### src/rtl/mem_arbiter.sv
// Two-cycle (ACC, CAP) arbiter sharing one RAM port between an edge-detected CPU strobe bus
// and a level req/ack DMA port. Define ARB_ROUND_ROBIN_EN for alternating priority on contention.
module mem_arbiter (
   input  logic        iClk,
   input  logic        iRst,
   input  logic [19:0] iCpuAddr,
   input  logic [7:0]  iCpuDataW,
   input  logic        iCpuMemR,
   input  logic        iCpuMemW,
   output logic [7:0]  oCpuDataR,
   input  logic        iDmaReq,
   input  logic        iDmaWe,
   input  logic [19:0] iDmaAddr,
   input  logic [7:0]  iDmaDataW,
   output logic        oDmaAck,
   output logic [7:0]  oDmaDataR,
   output logic [19:0] oRamAddr,
   output logic [7:0]  oRamDataW,
   output logic        oRamR,
   output logic        oRamW,
   input  logic [7:0]  iRamDataR,
   output logic        oBusy,
   output logic [1:0]  oDbgState,
   output logic        oDbgLastDma
);

   // DMA handshake: iDmaReq is a level sampled only in IDLE (dropping it earlier withdraws it);
   // each granted access returns exactly one oDmaAck pulse in its CAP cycle.
   typedef enum logic [1:0] {IDLE = 2'd0, ACC = 2'd1, CAP = 2'd2} state_t;
   typedef enum logic {OWN_CPU = 1'b0, OWN_DMA = 1'b1} owner_t;

   state_t      state_q, state_d;
   owner_t      owner_q, owner_d;
   owner_t      last_owner_q, last_owner_d;
   logic        armed_q;
   logic        prev_w_q, prev_r_q;
   logic        cpu_pend_q, cpu_pend_d;
   logic [19:0] cpu_addr_q, cpu_addr_d;
   logic [7:0]  cpu_data_q, cpu_data_d;
   logic        cpu_we_q, cpu_we_d;
   logic        acc_we_q, acc_we_d;
   logic [19:0] ram_addr_q, ram_addr_d;
   logic [7:0]  ram_data_q, ram_data_d;
   logic        ram_r_q, ram_r_d;
   logic        ram_w_q, ram_w_d;
   logic        dma_ack_q, dma_ack_d;
   logic [7:0]  cpu_rdata_q, cpu_rdata_d;
   logic [7:0]  dma_rdata_q, dma_rdata_d;

   logic        rise_w, rise_r, cpu_edge, cpu_req, grant_dma;

   // armed_q masks the first cycle after reset so a strobe already high is not seen as an edge.
   assign rise_w   = armed_q & iCpuMemW & ~prev_w_q;
   assign rise_r   = armed_q & iCpuMemR & ~prev_r_q;
   assign cpu_edge = (rise_w | rise_r) & ~cpu_pend_q;
   assign cpu_req  = cpu_pend_q | cpu_edge;

   always_comb begin
      grant_dma = 1'b0;
      if (iDmaReq) begin
         if (!cpu_req) begin
            grant_dma = 1'b1;
         end
`ifdef ARB_ROUND_ROBIN_EN
         else begin
            grant_dma = (last_owner_q == OWN_CPU);
         end
`endif
      end
   end

   always_ff @(posedge iClk) begin
      if (iRst) begin
         state_q <= IDLE;
      end else begin
         state_q <= state_d;
      end
   end

   always_comb begin
      state_d      = state_q;
      owner_d      = owner_q;
      last_owner_d = last_owner_q;
      cpu_pend_d   = cpu_pend_q;
      cpu_addr_d   = cpu_addr_q;
      cpu_data_d   = cpu_data_q;
      cpu_we_d     = cpu_we_q;
      acc_we_d     = acc_we_q;
      ram_addr_d   = ram_addr_q;
      ram_data_d   = ram_data_q;
      ram_r_d      = 1'b0;
      ram_w_d      = 1'b0;
      dma_ack_d    = 1'b0;
      cpu_rdata_d  = cpu_rdata_q;
      dma_rdata_d  = dma_rdata_q;

      // Write wins when both strobes rise together.
      if (cpu_edge) begin
         cpu_pend_d = 1'b1;
         cpu_addr_d = iCpuAddr;
         cpu_data_d = iCpuDataW;
         cpu_we_d   = rise_w;
      end

      case (state_q)
         IDLE: begin
            if (cpu_req || iDmaReq) begin
               state_d = ACC;
               if (grant_dma) begin
                  owner_d    = OWN_DMA;
                  ram_addr_d = iDmaAddr;
                  ram_data_d = iDmaDataW;
                  acc_we_d   = iDmaWe;
               end else begin
                  owner_d    = OWN_CPU;
                  ram_addr_d = cpu_addr_d;
                  ram_data_d = cpu_data_d;
                  acc_we_d   = cpu_we_d;
               end
               last_owner_d = owner_d;
               ram_w_d      = acc_we_d;
               ram_r_d      = ~acc_we_d;
            end
         end
         ACC: begin
            state_d   = CAP;
            dma_ack_d = (owner_q == OWN_DMA);
         end
         CAP: begin
            state_d = IDLE;
            if (!acc_we_q) begin
               if (owner_q == OWN_DMA) begin
                  dma_rdata_d = iRamDataR;
               end else begin
                  cpu_rdata_d = iRamDataR;
               end
            end
            if (owner_q == OWN_CPU) begin
               cpu_pend_d = 1'b0;
            end
         end
         default: begin
            state_d = IDLE;
         end
      endcase
   end

   always_ff @(posedge iClk) begin
      if (iRst) begin
         owner_q      <= OWN_CPU;
         last_owner_q <= OWN_CPU;
         armed_q      <= 1'b0;
         prev_w_q     <= 1'b0;
         prev_r_q     <= 1'b0;
         cpu_pend_q   <= 1'b0;
         cpu_addr_q   <= '0;
         cpu_data_q   <= '0;
         cpu_we_q     <= 1'b0;
         acc_we_q     <= 1'b0;
         ram_addr_q   <= '0;
         ram_data_q   <= '0;
         ram_r_q      <= 1'b0;
         ram_w_q      <= 1'b0;
         dma_ack_q    <= 1'b0;
         cpu_rdata_q  <= '0;
         dma_rdata_q  <= '0;
      end else begin
         owner_q      <= owner_d;
         last_owner_q <= last_owner_d;
         armed_q      <= 1'b1;
         prev_w_q     <= iCpuMemW;
         prev_r_q     <= iCpuMemR;
         cpu_pend_q   <= cpu_pend_d;
         cpu_addr_q   <= cpu_addr_d;
         cpu_data_q   <= cpu_data_d;
         cpu_we_q     <= cpu_we_d;
         acc_we_q     <= acc_we_d;
         ram_addr_q   <= ram_addr_d;
         ram_data_q   <= ram_data_d;
         ram_r_q      <= ram_r_d;
         ram_w_q      <= ram_w_d;
         dma_ack_q    <= dma_ack_d;
         cpu_rdata_q  <= cpu_rdata_d;
         dma_rdata_q  <= dma_rdata_d;
      end
   end

   assign oRamAddr    = ram_addr_q;
   assign oRamDataW   = ram_data_q;
   assign oRamR       = ram_r_q;
   assign oRamW       = ram_w_q;
   assign oDmaAck     = dma_ack_q;
   assign oCpuDataR   = cpu_rdata_q;
   // RAM data is forwarded during the ack cycle so oDmaDataR is already valid alongside oDmaAck.
   assign oDmaDataR   = (state_q == CAP && owner_q == OWN_DMA && !acc_we_q) ? iRamDataR : dma_rdata_q;
   assign oBusy       = (state_q != IDLE);
   assign oDbgState   = state_q;
   assign oDbgLastDma = (last_owner_q == OWN_DMA);

endmodule
### config.mk
export PLATFORM = sky130hd
export DESIGN_NAME = mem_arbiter
export DESIGN_NICKNAME = d
export VERILOG_FILES = /design/src/rtl/mem_arbiter.sv
export SDC_FILE = /design/constraint.sdc
export NUM_CORES = 1
export LEC_CHECK = 0
export CAP_MARGIN = 40
export CORE_MARGIN = 5
export CORE_UTILIZATION = 40
export DETAILED_ROUTE_END_ITERATION = 8
export PLACE_DENSITY = 0.68
export SYNTH_ARGS = -nofsm -noshare
export SYNTH_HDL_FRONTEND = slang
export SYNTH_SLANG_ARGS = --single-unit
### constraint.sdc
create_clock -name iClk -period 2.1 [get_ports iClk]
set_input_delay 0.315 -clock iClk [delete_from_list [all_inputs] [get_ports iClk]]
set_output_delay 0.315 -clock iClk [all_outputs]
set_load 0.03 [all_outputs]
======== Word-level counts from Yosys, hierarchy flattened ========
Index checks and enable logic that the tools add are counted.
operators by class
  eq/ne operators ......................... 3
  muxes and demuxes ....................... 18
  bitwise operators ....................... 16
  reductions and logical operators ........ 11
operator list
  kind                                                 count
  2-to-1 mux 20 bit                                    2
  2-to-1 mux 8 bit                                     3
  2-to-1 mux 1 bit                                     11
  NOT 1 bit                                            9
  AND reduction 3 bit                                  2
  bitwise AND 1 bit                                    5
  one-hot mux 2 bit (2 select lines)                   1
  OR reduction 3 bit                                   1
  equality test 2 x 1 -> 1 bit, second input constant  1
  equality test 2 bit, second input constant           1
  logical AND 1 bit                                    2
  zero test 2 bit                                      1
  2-to-1 mux 2 bit                                     1
  != test 2 bit, second input constant                 1
  bitwise OR 1 bit                                     2
  AND reduction 2 bit                                  1
  nonzero test 2 bit                                   1
  OR reduction 2 bit                                   1
  zero test 1 bit                                      1
  logical OR 1 bit                                     1
word-level totals
  word-level logic and storage cells ...... 65
  output and inout port bits .............. 51
  input bits .............................. 70
  register bits ........................... 84

======== Longest topological paths before layout ========
Gate-level depths: netlist of run 1.
  word-level depth ........................ 11
  gate-level depth with buffers ........... 7
  depth with buffers taken out ............ 5

======== Worst setup path before layout of run 1 ========
OpenSTA, ideal clock, no wires.
  path type ............................... reg-to-output
  start point ............................. register state_q[1], in the netlist oDbgState[1]
  end point ............................... output port oDmaDataR[0]
  data required time ...................... 1785 ps
  buffers on the path ..................... 0
  stages on the path, launching flop included .. 4
  arrival ................................. 1499 ps
  slack ................................... 286 ps
  cells stage by stage .................... dfxtp_1 nand2b_4 nor3b_4 mux2_2
on the way
  word-level cells in the longest chain between the ends .. 4
ends and longest elaborated chain
  element                          RTL line  text
  start: declaration               32        state_t state_q, state_d;
  start signal: assignment         76        state_q <= state_d;
  equality test 2 bit              195       assign oDmaDataR = (state_q == CAP && owner_q == OWN_DMA && !acc_we_q) ? iRamDataR : dma_rdata_q;
  logical AND 1 bit (2 in series)  195
  2-to-1 mux 8 bit                 195
  end: declaration                 16        output logic [7:0] oDmaDataR,
No other way between the ends.

======== Worst setup path in the final report of run 1 ========
  start point ............................. register state_q[1], in the netlist oDbgState[1]
  end point ............................... output port oBusy
on the way
  word-level cells in the longest chain between the ends .. 1
ends and longest elaborated chain
  element             RTL line  text
  nonzero test 2 bit  196       assign oBusy = (state_q != IDLE);
  end: declaration    22        output logic oBusy,
No other way between the ends.

==> flow_summary.toml, run 1 <==
[worst_setup_path]
worstReg2RegStart = "cpu_pend_q"
arrival_ns = 1.69
cp-start-kind = "flip-flop"
cp_max_fo = 4
path_delay_family = "buffers and inverters"
cpMaxStageDelayCell = "clkdlybuf4s50_1"
path_buf_inv = 3
worstPathCellList = "buf_4, nor2_1, inv_1, clkdlybuf4s50_1"
critPathRequiredTime_ns = 1.78
cp-startpoint = "oDbgState[1]"
max_stage_delay_ns = 0.69
worstSetupPathType = "flip-flop to output port"
endpoint_kind = "output port"

[logic_synthesis]
ys_seq_area_frac = 0.425
yosysWarningCount = 0
netlist_area_um2 = 3950
synthCells = 426
syn_area_per_cell_um2 = 9.28
synth-seq-cells = 84
synth_cell_types = 33
synth_nets = 496

[finish]
final_util = 0.581
syn_to_final_growth_pct = 42.9
drive_gt1_frac = 0.202
num_antenna_cells = 0
fin_nets = 615

[die]
die-area_um2 = 12000
die_h_um = 109
num_rows = 36
die_x_um = 109
coreArea_um2 = 9730
pin_count = 121
initial_core_util = 0.406

[route]
route.vias.total = 3539
via_per_inst = 5.18
drtIter0Drc = 111
finalWirelength_um = 10900
detail_route.wl_per_cell_um = 16.0
drc = 0
postRouteAntennaNets = 0
dr.pass1.iters = 4

[timing]
hold_violations = 0
period_minus_slack_ns = 2.01
clock-skew-final_ns = 0.00896
maxSlewHeadroom = 0.770
worst_slew_pin_slew_ns = 0.343
slew_viol_final = 0
rsz0062_at_grt = "false"
setup_violations = 0
hold_slack_ns = 0.318
max_freq_mhz = 498
min_period_over_period = 0.955

[global_route]
use_met3 = 0.0370
grtUsageMet2 = 0.319
grt_max_degree = 47
met1_usage = 0.240
top_usage_layer = "met2"
grtUsageTotal = 0.187
grt_antenna_before_repair = 0
grt_pass1_vias = 3682
grt_pass1_wl_um = 17900
overflow = 0

[hold_path]
min-delay-path-class = "input pin to flip-flop"
hold_start = "iRst"

[pwr]
power.leakage_nw = 2.11
clock_power_share = 0.306
powerDensity_nw_per_um2 = 749
p_sw_frac = 0.300
ir_worst_vdd_uv = 480
p_switching_mw = 1.27
power_frac_seq = 0.420
intPower_mw = 2.96
combPwrFrac = 0.274

[cts]
cts-root-buf = "clkbuf_8"
worstSkewPairLatency_ns = 0.34
cts_buffers = 9
post_cts_buffers = 0
cts.htree.levels = 3
clock-sinks = 84
clkTransAtPathRegs_ns = 0.09
clk_path_buf_depth = 2
cts_tree = "done"

[run]
timing.max_cap.violations = 0

[placement]
io_buffers = 120
dp_hpwl_um = 7910
globalplace.congestion = 0.757

[run_status]
status = "finished, final reports clean"
state kept, by name (all words and copies together), names as in the netlist, 2 cells and up:
signal	flops
cpu_data_q	8
oCpuDataR	8
oDbgState	2
dma_rdata_q	8
cpu_addr_q	20
oRamDataW	8
oRamAddr	20
metal layers:
layer | routed length [um] | share of wire | vias to the layer above
li1 | - | - | 1755
met1 | 4840 | 0.44 | 1692
met2 | 5450 | 0.50 | 82
met3 | 493 | 0.045 | 10
met4 | 133 | 0.012 | 0
met5 | 0 | 0 | -
logic make-up after synthesis:
| family | after synthesis | share of synthesized area |
|---|---|---|
| multiplexers | 8 | 0.0228 |
| flip-flops | 84 | 0.425 |
| AND/OR/NAND/NOR | 101 | 0.131 |
| buffers and inverters | 101 | 0.117 |
| AO/OA/AOI/OAI | 132 | 0.304 |
layout make-up:
class	instances	area (um^2)
sequential	84	1680
tap	133	166
inverter	61	229
clock buffer	11	141
fill	871	4080
clock inverter	5	85.1
multi-input combinational	241	1850
timing repair buffer	148	1500
layout by cell type, fill, tap and decap left out, drive strengths merged, types with 17 or more instances in the layout:
master	count
clkdlybuf4s50	111
dfxtp	84
inv	61
a21oi	38
buf	37
nor3	33
nor2	31
o32ai	29
a221oi	28
a211oi	28
nand2	17
cells in the mapped netlist:
| cell | count | share of area |
|---|---|---|
| a211oi_1 | 8 | 0.015 |
| a211oi_2 | 20 | 0.063 |
| a21bo_2 | 1 | 0.0025 |
| a21boi_1 | 2 | 0.0038 |
| a21o_1 | 1 | 0.0019 |
| a21oi_1 | 38 | 0.048 |
| a221oi_1 | 20 | 0.044 |
| a221oi_2 | 8 | 0.030 |
| a2bb2oi_1 | 1 | 0.0022 |
| a32oi_1 | 1 | 0.0022 |
| and2_1 | 9 | 0.014 |
| buf_1 | 1 | 0.00095 |
| buf_2 | 12 | 0.015 |
| buf_4 | 8 | 0.015 |
| buf_6 | 5 | 0.014 |
| clkbuf_1 | 14 | 0.013 |
| dfxtp_1 | 84 | 0.43 |
| inv_1 | 61 | 0.058 |
| mux2_2 | 8 | 0.023 |
| nand2_1 | 17 | 0.016 |
| nand2b_4 | 4 | 0.014 |
| nand4bb_1 | 1 | 0.0028 |
| nor2_1 | 31 | 0.029 |
| nor2b_1 | 3 | 0.0047 |
| nor3_1 | 33 | 0.042 |
| nor3b_1 | 1 | 0.0019 |
| nor3b_4 | 1 | 0.0047 |
| o21a_1 | 1 | 0.0019 |
| o221a_2 | 1 | 0.0028 |
| o31ai_1 | 1 | 0.0019 |
| o32ai_1 | 19 | 0.042 |
| o32ai_2 | 10 | 0.041 |
| or3_1 | 1 | 0.0016 |
final timing paths:
path                                      to  slack, ns  depth (start not counted)
worst max register to register      acc_we_q       0.33                          5
worst min-delay path            oCpuDataR[1]       0.32                          2
worst max-delay path                   oBusy       0.09                          4
worst min register to register   oRamAddr[0]       0.46                          2
repair_timing:
action,CTS,global route
hold buffers,0,0
endpoints found under the setup margin,8,7
gates resized for setup,38,6
pin swaps,0,1
hold endpoints to repair,0,0
power by group through the flow:
stage	combinational [mW]	clock, mW	sequential (mW)
6_report	1.16	1.29	1.78
5_1_grt	1.24	1.39	1.79
4_1_cts	1.17	1.31	1.78
3_5_place_dp	1.17	0	1.81
3_3_place_gp	1.15	0	1.81
2_1_floorplan	0.524	0	1.96
metrics by stage:
step | power [mW] | std cells | setup slack (ns) | TNS [ns] | instance area, um^2
3_5_place_dp | 2.98 | 667 | 0.00891 | 0 | 5460
2_1_floorplan | 2.48 | 426 | 0.286 | 0 | 3950
3_3_place_gp | 2.96 | 667 | 0.0345 | 0 | 5460
4_1_cts | 4.26 | 683 | -0.0630 | -0.0630 | 5650
5_1_grt | 4.43 | 683 | 0.0110 | 0 | 5650
6_report | 4.23 | 683 | 0.0938 | 0 | 5650
Note: power is estimated with default switching activity, not from simulation.
==> run 2, diff against run 1 <==
--- a/config.mk
+++ b/config.mk
@@ -5,7 +5,7 @@
 export SDC_FILE = /design/constraint.sdc
 export NUM_CORES = 1
 export LEC_CHECK = 0
-export CAP_MARGIN = 40
+export CAP_MARGIN = 20
 export CORE_MARGIN = 5
 export CORE_UTILIZATION = 40
 export DETAILED_ROUTE_END_ITERATION = 8
==> results of run 2 <==
The final DEF is identical to that of run 1; final timing and power are the same.
